### config.mk
export PLATFORM = sky130hd
export DESIGN_NAME = alu_ctrl_seq_flat
export DESIGN_NICKNAME = d
export VERILOG_FILES = /design/src/rtl/alu_ctrl_pkg.sv /design/src/rtl/alu_ctrl_seq_if.sv /design/src/rtl/alu_ctrl_dec.sv /design/src/rtl/alu_ctrl_seq.sv /design/src/flat_wrapper.sv
export SDC_FILE = /design/constraint.sdc
export NUM_CORES = 1
export LEC_CHECK = 0
export ABC_CLOCK_PERIOD_IN_PS = 4640
export CAP_MARGIN = 5
export CORE_MARGIN = 8
export CORE_UTILIZATION = 23
export DETAILED_ROUTE_END_ITERATION = 8
export PLACE_DENSITY_LB_ADDON = 0.1
export SYNTH_ARGS = -nofsm -noshare
export SYNTH_HDL_FRONTEND = slang
export SYNTH_SLANG_ARGS = --single-unit
### constraint.sdc
create_clock -name clk -period 4.64 [get_ports clk]
set_input_delay 0.464 -clock clk [delete_from_list [all_inputs] [get_ports clk]]
set_output_delay 0.464 -clock clk [all_outputs]
set_load 0.1 [all_outputs]
### src/rtl/alu_ctrl_pkg.sv
// Shared types and constants for the ALU control unit: ALU codes, ALUOp classes, FSM states.
package alu_ctrl_pkg;

  localparam logic [3:0] ALU_ADD  = 4'b0000;
  localparam logic [3:0] ALU_SUB  = 4'b0001;
  localparam logic [3:0] ALU_AND  = 4'b0010;
  localparam logic [3:0] ALU_OR   = 4'b0011;
  localparam logic [3:0] ALU_XOR  = 4'b0100;
  localparam logic [3:0] ALU_SLT  = 4'b0101;
  localparam logic [3:0] ALU_SLL  = 4'b0110;
  localparam logic [3:0] ALU_SRL  = 4'b0111;
  localparam logic [3:0] ALU_SRA  = 4'b1000;
  localparam logic [3:0] ALU_SLTU = 4'b1001;
  localparam logic [3:0] ALU_MD   = 4'b1111;

  localparam logic [6:0] OP_R = 7'b0110011;

  typedef enum logic [1:0] {
    LDST    = 2'b00,
    BRANCH  = 2'b01,
    FUNC    = 2'b10,
    ILLEGAL = 2'b11
  } alu_op_e;

  typedef enum logic [1:0] {
    S_IDLE  = 2'b00,
    S_ISSUE = 2'b01,
    S_WAIT  = 2'b10,
    S_DONE  = 2'b11
  } state_e;

endpackage

### src/rtl/alu_ctrl_seq_if.sv
// Decode/result bus between main control FSM, ALU control unit and the mul/div unit.
interface alu_ctrl_seq_if #(parameter int CTRL_W = 4);
  logic              dec_valid;
  logic [1:0]        ALUOp;
  logic [6:0]        op;
  logic [2:0]        funct3;
  logic              funct7b5;
  logic              funct7b0;
  logic [CTRL_W-1:0] ALUControl;
  logic              ctrl_valid;
  logic              illegal;
  logic              md_start;
  logic [2:0]        md_op;
  logic              md_done;
  logic              stall;
  logic              md_timeout;

  modport master (
    output dec_valid, ALUOp, op, funct3, funct7b5, funct7b0, md_done,
    input  ALUControl, ctrl_valid, illegal, md_start, md_op, stall, md_timeout
  );

  modport slave (
    input  dec_valid, ALUOp, op, funct3, funct7b5, funct7b0, md_done,
    output ALUControl, ctrl_valid, illegal, md_start, md_op, stall, md_timeout
  );
endinterface

### src/rtl/alu_ctrl_dec.sv
// Combinational decode of ALUOp/op/funct fields into ALU code, illegal and mul/div flags.
// ALU_CTRL_MEXT_EN selects whether M-ops decode as mul/div or as illegal.
module alu_ctrl_dec
  import alu_ctrl_pkg::*;
(
  input  logic [1:0] alu_op,
  input  logic [6:0] op,
  input  logic [2:0] funct3,
  input  logic       funct7b5,
  input  logic       funct7b0,
  output logic [3:0] code,
  output logic       illegal,
  output logic       is_md
);

  logic m_op;
  logic unused_op;

  assign m_op      = (alu_op_e'(alu_op) == FUNC) && op[5] && funct7b0;
  assign unused_op = ^{op[6], op[4:0]};

  always_comb begin
    code    = ALU_ADD;
    illegal = 1'b0;
    is_md   = 1'b0;
    case (alu_op_e'(alu_op))
      LDST:    code = ALU_ADD;
      BRANCH:  code = ALU_SUB;
      ILLEGAL: illegal = 1'b1;
      FUNC: begin
        if (m_op) begin
`ifdef ALU_CTRL_MEXT_EN
          code  = ALU_MD;
          is_md = 1'b1;
`else
          illegal = 1'b1;
`endif
        end else begin
          case (funct3)
            3'b000:  code = (op[5] && funct7b5) ? ALU_SUB : ALU_ADD;
            3'b001:  code = ALU_SLL;
            3'b010:  code = ALU_SLT;
            3'b011:  code = ALU_SLTU;
            3'b100:  code = ALU_XOR;
            // shift-right arithmetic selected by instr[30] for both srai and sra
            3'b101:  code = funct7b5 ? ALU_SRA : ALU_SRL;
            3'b110:  code = ALU_OR;
            default: code = ALU_AND;
          endcase
        end
      end
      default: illegal = 1'b1;
    endcase
  end

endmodule

### src/rtl/alu_ctrl_seq.sv
// Registered ALU control unit with mul/div start/done sequencing and timeout.
// ALU_CTRL_MEXT_EN enables the mul/div path; otherwise md_* and stall are tied low.
//
// state   | meaning
// IDLE    | accepting decodes; non-M results pulse ctrl_valid next cycle
// ISSUE   | md_start high, md_op presented to mul/div unit
// WAIT    | counting cycles until md_done or timeout
// DONE    | mul/div finished, ctrl_valid high for one cycle
module alu_ctrl_seq
  import alu_ctrl_pkg::*;
#(
  parameter int CTRL_W     = 4,
  parameter int MD_TIMEOUT = 64
) (
  input  logic           clk,
  input  logic           rst_n,
  alu_ctrl_seq_if.slave  bus
);

`ifdef ALU_CTRL_MEXT_EN
  localparam bit MEXT = 1'b1;
`else
  localparam bit MEXT = 1'b0;
`endif

  localparam int CNT_W = (MD_TIMEOUT > 2) ? $clog2(MD_TIMEOUT) : 1;
  localparam logic [CNT_W-1:0] CNT_LAST = CNT_W'(MD_TIMEOUT - 1);

  state_e            state;
  state_e            state_nx;
  logic [CNT_W-1:0]  cnt;
  logic              timeout_hit;
  logic              accept;

  logic [3:0]        dec_code;
  logic              dec_ill;
  logic              dec_md;

  logic [CTRL_W-1:0] alu_control_q;
  logic              illegal_q;
  logic              ctrl_pulse_q;
  logic [2:0]        md_op_q;
  logic              md_timeout_q;

  alu_ctrl_dec u_dec (
    .alu_op   (bus.ALUOp),
    .op       (bus.op),
    .funct3   (bus.funct3),
    .funct7b5 (bus.funct7b5),
    .funct7b0 (bus.funct7b0),
    .code     (dec_code),
    .illegal  (dec_ill),
    .is_md    (dec_md)
  );

  assign accept = (state == S_IDLE) && bus.dec_valid;

  always_ff @(posedge clk or negedge rst_n) begin
    if (!rst_n) state <= S_IDLE;
    else        state <= state_nx;
  end

  always_comb begin
    state_nx    = state;
    timeout_hit = 1'b0;
    case (state)
      S_IDLE:  if (accept && dec_md) state_nx = S_ISSUE;
      S_ISSUE: state_nx = S_WAIT;
      S_WAIT: begin
        // completion takes priority over a timeout in the same cycle
        if (bus.md_done) begin
          state_nx = S_DONE;
        end else if (cnt == CNT_LAST) begin
          state_nx    = S_IDLE;
          timeout_hit = 1'b1;
        end
      end
      default: state_nx = S_IDLE;
    endcase
  end

  always_ff @(posedge clk or negedge rst_n) begin
    if (!rst_n) begin
      alu_control_q <= '0;
      illegal_q     <= 1'b0;
      ctrl_pulse_q  <= 1'b0;
      md_op_q       <= '0;
      md_timeout_q  <= 1'b0;
      cnt           <= '0;
    end else begin
      if (accept) begin
        alu_control_q <= CTRL_W'(dec_code);
        illegal_q     <= dec_ill;
      end
      ctrl_pulse_q <= accept && !dec_md;
      if (accept && dec_md) md_op_q <= bus.funct3;
      cnt <= (state == S_WAIT) ? cnt + CNT_W'(1) : '0;
      if (timeout_hit) md_timeout_q <= 1'b1;
    end
  end

  always_comb begin
    bus.ALUControl = alu_control_q;
    bus.illegal    = illegal_q;
    bus.ctrl_valid = ctrl_pulse_q || (state == S_DONE);
    bus.md_start   = MEXT && (state == S_ISSUE);
    bus.md_op      = MEXT ? md_op_q : 3'b000;
    bus.stall      = MEXT && ((state == S_ISSUE) || (state == S_WAIT));
    bus.md_timeout = MEXT && md_timeout_q;
  end

endmodule

### src/flat_wrapper.sv
// flat-port wrapper written by rule: the top's interface ports become plain ports
module alu_ctrl_seq_flat import alu_ctrl_pkg::*;
#(
  parameter int CTRL_W     = 4,
  parameter int MD_TIMEOUT = 64
)
  (clk, rst_n, bus_dec_valid, bus_ALUOp, bus_op, bus_funct3, bus_funct7b5, bus_funct7b0, bus_md_done, bus_ALUControl, bus_ctrl_valid, bus_illegal, bus_md_start, bus_md_op, bus_stall, bus_md_timeout);
  alu_ctrl_seq_if #(.CTRL_W(CTRL_W)) bus_i ();
  input  logic clk;
  input  logic rst_n;
  input wire logic [$bits(bus_i.dec_valid)-1:0] bus_dec_valid;
  input wire logic [$bits(bus_i.ALUOp)-1:0] bus_ALUOp;
  input wire logic [$bits(bus_i.op)-1:0] bus_op;
  input wire logic [$bits(bus_i.funct3)-1:0] bus_funct3;
  input wire logic [$bits(bus_i.funct7b5)-1:0] bus_funct7b5;
  input wire logic [$bits(bus_i.funct7b0)-1:0] bus_funct7b0;
  input wire logic [$bits(bus_i.md_done)-1:0] bus_md_done;
  output wire logic [$bits(bus_i.ALUControl)-1:0] bus_ALUControl;
  output wire logic [$bits(bus_i.ctrl_valid)-1:0] bus_ctrl_valid;
  output wire logic [$bits(bus_i.illegal)-1:0] bus_illegal;
  output wire logic [$bits(bus_i.md_start)-1:0] bus_md_start;
  output wire logic [$bits(bus_i.md_op)-1:0] bus_md_op;
  output wire logic [$bits(bus_i.stall)-1:0] bus_stall;
  output wire logic [$bits(bus_i.md_timeout)-1:0] bus_md_timeout;
  assign bus_i.dec_valid = bus_dec_valid;
  assign bus_i.ALUOp = bus_ALUOp;
  assign bus_i.op = bus_op;
  assign bus_i.funct3 = bus_funct3;
  assign bus_i.funct7b5 = bus_funct7b5;
  assign bus_i.funct7b0 = bus_funct7b0;
  assign bus_i.md_done = bus_md_done;
  assign bus_ALUControl = bus_i.ALUControl;
  assign bus_ctrl_valid = bus_i.ctrl_valid;
  assign bus_illegal = bus_i.illegal;
  assign bus_md_start = bus_i.md_start;
  assign bus_md_op = bus_i.md_op;
  assign bus_stall = bus_i.stall;
  assign bus_md_timeout = bus_i.md_timeout;
  alu_ctrl_seq #(.CTRL_W(CTRL_W), .MD_TIMEOUT(MD_TIMEOUT)) u_core (.clk(clk), .rst_n(rst_n), .bus(bus_i));
endmodule
Yosys cells after proc, flatten, opt, wreduce, memory -nomap -nowiden
Index checks and enable logic that the tools add are counted.
- register bits: 14
- bits of input ports: 18
- output and inout port bits: 12
- word-level logic and storage cells: 40
- $add $sub $neg: 1
- eq/ne operators: 14
- muxes and demuxes: 11
- bitwise operators: 1
- reductions and logical operators: 8
- operators with widths (kind ; count):
    $pmux W4 S7 ; 1
    $eq A3 B3 Y1 const B ; 3
    $eq A2 B2 Y1 const B ; 4
    $mux W4 ; 2
    $pmux W4 S2 ; 1
    $add A6 B1 Y6 const B ; 1
    $eq A3 B2 Y1 const B ; 2
    $eq A6 B6 Y1 const B ; 1
    $mux W6 ; 1
    $pmux W2 S3 ; 1
    $eq A2 B1 Y1 const B ; 2
    $logic_and A1 B1 Y1 ; 4
    $mux W2 ; 2
    $eq A3 B1 Y1 const B ; 1
    $logic_not A3 Y1 ; 1
    $ne A3 B2 Y1 const B ; 1
    $logic_not A2 Y1 ; 1
    $mux W1 ; 2
    $pmux W1 S2 ; 1
    $reduce_and A2 Y1 ; 1
    $logic_or A1 B1 Y1 ; 1
    $not A1 Y1 ; 1

Logic depth before layout (Yosys ltp)
- depth after elaboration: 5
- mapped depth: 6

Cells and area by module
Synthesis repeated with hierarchy kept, for this count alone.
- cells, all modules: 80
- area total of the unflattened synthesis: 832.0 um^2
- by module, submodules not included (module ; times used ; cells an instance ; area each (um^2)):
    alu_ctrl_seq ; 1 ; 54 ; 633.1
    alu_ctrl_dec ; 1 ; 26 ; 198.9

Least setup slack after synthesis
No wires, ideal clock.
- path kind: register to output
- from: register u_core.state[0]
- to: output bus_ctrl_valid
- data arrival time: 1.101 ns
- data required time: 4.176 ns
- slack: 3.075 ns
- cell stages (with the launch flop): 3
- path buffers: 0
- cells stage by stage: dfrtp_1 ha_1 or2_2
- cells in the longest elaborated chain, start to end: 2
- RTL lines (element ; RTL line ; text):
    start: declaration ; alu_ctrl_seq.sv:29 ; state_e state;
    start signal: assignment ; alu_ctrl_seq.sv:60 ; else state <= state_nx;
    $eq A2 B2 Y1 ; alu_ctrl_seq.sv:105 ; bus.ctrl_valid = ctrl_pulse_q || (state == S_DONE);
    $logic_or A1 B1 Y1 ; alu_ctrl_seq.sv:105 ;
    end: declaration ; flat_wrapper.sv:19 ; output wire logic [$bits(bus_i.ctrl_valid)-1:0] bus_ctrl_valid;
Every way passes these cells.

Worst setup path in the final report
Same ends and word-level chain as after synthesis.

==> metrics.txt <==
CTS buffer count=3; setup violators final=0; post-synth top area share=39.8%; layout cells sized above 1=8.11%; # DRC=0; setup bufs post-CTS=0; Max stage delay on crit path=0.97 ns; fillers=371; Worst EP required=4.18 ns; mapped cell area=881 µm²; Post-DRT Antenna Nets=0; Core Region=3660 µm²; Port Buffers=17; EDFF count, synth=0; Synth async-reset ratio=100%; worst vdd ir=194 µV; Initial DRT Pass Iterations=2; Post-Layout Inst Area=1140 µm²; CP Launch Type=flop; vias in the first global route=693; Leakage=0.512 nW; Final HPWL DP=1440 µm; final period utilization=56.3%; Final GP Congestion=0.665; largest net degree at the start of global routing=15; Starting Density=24.1%; root buf cell=clkbuf_8; synth warn=0; min-delay worst type=reg2reg; total wire length=1860 µm; CP max stage cell=clkdlybuf4s50_1; CTS clk-pin slew, worst paths=0.06 ns; Pwr per Cell Area=466 nW/µm²; max-slew violations=0; nets=138; total power=0.000529 W; #FFs+latches synth=14; Vias/cell=4.18; Post-synth top cells=14 x dfrtp_1, 11 x nand2_1, 8 x ha_1; Layout Area Growth over Synthesis=29.0%; total number of vias=665; Die Footprint=6070 µm²; unique cell type count in the Yosys netlist=33; fin crit period=2.61 ns; Post-DP Area=1080 µm²; Seq/Total Area, Yosys=39.8%; CP Buf/Inv Count=1; clk_lat worst skew=0.24 ns; Arrival @ worst endpoint=2.15 ns; drt wl/cell=11.7 µm; CTS Buffer Depth=2; GRT Residual Overflow=0; relative slew slack=34.9%; final hold violations=0; Die Ht=77.9 µm; initial antenna violation count=0; Top Ports=30; Max Freq=383 MHz; Initial DRC Count=7; setup TNS=0 ns; Critical Path, Cell by Cell=ha_1, or2_2, clkdlybuf4s50_1; Synth area leaders=dfrtp_1 40%, ha_1 11%, buf_4 5.1%; Max Cap Viol=0; Post-CTS Hold Fix Bufs=0; Synth Flop Type=dfrtp_1; gr usage total=6.51%; RSZ-0062 raised after global routing=no; WS Path Type=reg2out; CTS tree=done; global-route wire length before repair=3240 µm; slew at the pin with the worst max-slew slack=0.974 ns; Critical Path Sink Type=output port; Worst Path Max Fanout=5; Mean Syn Cell Area=9.57 µm²; htree depth=1; antenna cells=0; Clock Sinks=14; most frequent cell after synthesis=dfrtp_1; Synth area leader=dfrtp_1; Die Span X=77.9 µm; CP delay by family, top=buffers and inverters; outcome=finished, final reports clean; CTS resizes=0; clock skew=0.00187 ns; Syn Inst Count=92; # rows=22
-- cell type report --
cell class / count / area [µm²] / area share (%)
inverter: 6 / 22.5 / 1.98
clock buffer: 4 / 55.1 / 4.85
timing repair buffer: 17 / 170 / 15.0
sequential: 14 / 350 / 30.8
multi-input combinational: 70 / 478 / 42.1
tap: 48 / 60.1 / 5.29
-- layer usage --
| layer | vias to the layer above | GRT usage, % | routed length [µm] |
|---|---|---|---|
| li1 | 340 | - | - |
| met1 | 305 | 8.58 | 968 |
| met2 | 18 | 8.94 | 741 |
| met3 | 2 | 2.07 | 118 |
| met4 | 0 | 3.96 | 33 |
| met5 | - | 0 | 0 |
-- placed cells by master, fill, tap and decap left out, drive strengths merged --
cell type | Yosys | routed
nor4bb | 2 | 2
conb | 1 | 6
a31oi | 1 | 1
or3 | 3 | 3
mux2i | 1 | 1
a21boi | 2 | 2
inv | 6 | 6
xnor2 | 2 | 2
o21ai | 3 | 3
clkdlybuf4s50 | 0 | 17
clkbuf | 1 | 4
nor3 | 1 | 1
nor2b | 4 | 4
nand3b | 1 | 1
o22ai | 1 | 1
a21oi | 3 | 3
a21o | 1 | 1
o211ai | 2 | 2
ha | 8 | 8
a21bo | 1 | 1
o221ai | 1 | 1
and2 | 4 | 4
nand4b | 1 | 1
nand2b | 1 | 1
nand2 | 12 | 12
o31ai | 2 | 2
or2 | 1 | 1
dfrtp | 14 | 14
nand3 | 5 | 5
xor2 | 1 | 1
-- sequential cells by signal, indices dropped and copies added (netlist names) --
signal                 count
u_core.cnt                 6
u_core.bus.ALUControl      4
u_core.state               2
u_core.bus.illegal         1
u_core.ctrl_pulse_q        1
-- power breakdown --
group          internal, W  total, W  switching [W]  leakage [nW]
registers         0.000144  0.000161      0.0000173         0.191
logic            0.0000716  0.000250       0.000178         0.292
clock network    0.0000751  0.000119      0.0000436        0.0288
-- cells by family (layout without fill, tap and decap cells) --
kind of cell	Yosys count	in the layout	share of synthesized area (%)
XOR/XNOR	3	3	2.98
flip-flops	14	14	39.8
other	1	6	0.426
multiplexers	1	1	1.14
AO/OA/AOI/OAI	17	17	13.5
adder cells (fa/ha/maj)	8	8	11.4
AND/OR/NAND/NOR	35	35	22.7
buffers and inverters	13	27	8.10
-- path summary, 6_finish.rpt --
path                            startpoint                       end  slack, ns  cells past startpoint
setup / recovery           u_core.state[0]            bus_ctrl_valid       2.03                      3
hold / removal               u_core.cnt[0]             u_core.cnt[0]       0.47                      1
setup reg to reg           u_core.state[0]  u_core.bus.ALUControl[1]       2.93                      5
hold reg to reg              u_core.cnt[0]             u_core.cnt[0]       0.47                      1
max in group asynchronous            rst_n             u_core.cnt[2]       3.62                      1
min in group asynchronous            rst_n        u_core.bus.illegal       0.62                      1
-- per-stage QoR --
stage | hold WS (ns) | worst slack [ns] | instances | utilization (%)
6_report | 0.470 | 2.03 | 159 | 31.0
5_1_grt | 0.521 | 1.96 | 159 | 31.0
3_3_place_gp | 0.457 | 2.30 | 155 | 29.5
2_1_floorplan | 0.168 | 3.08 | 97 | -
3_5_place_dp | 0.463 | 2.28 | 155 | 29.5
4_1_cts | 0.471 | 2.01 | 159 | 31.0
(Power assumes the default switching activity.)
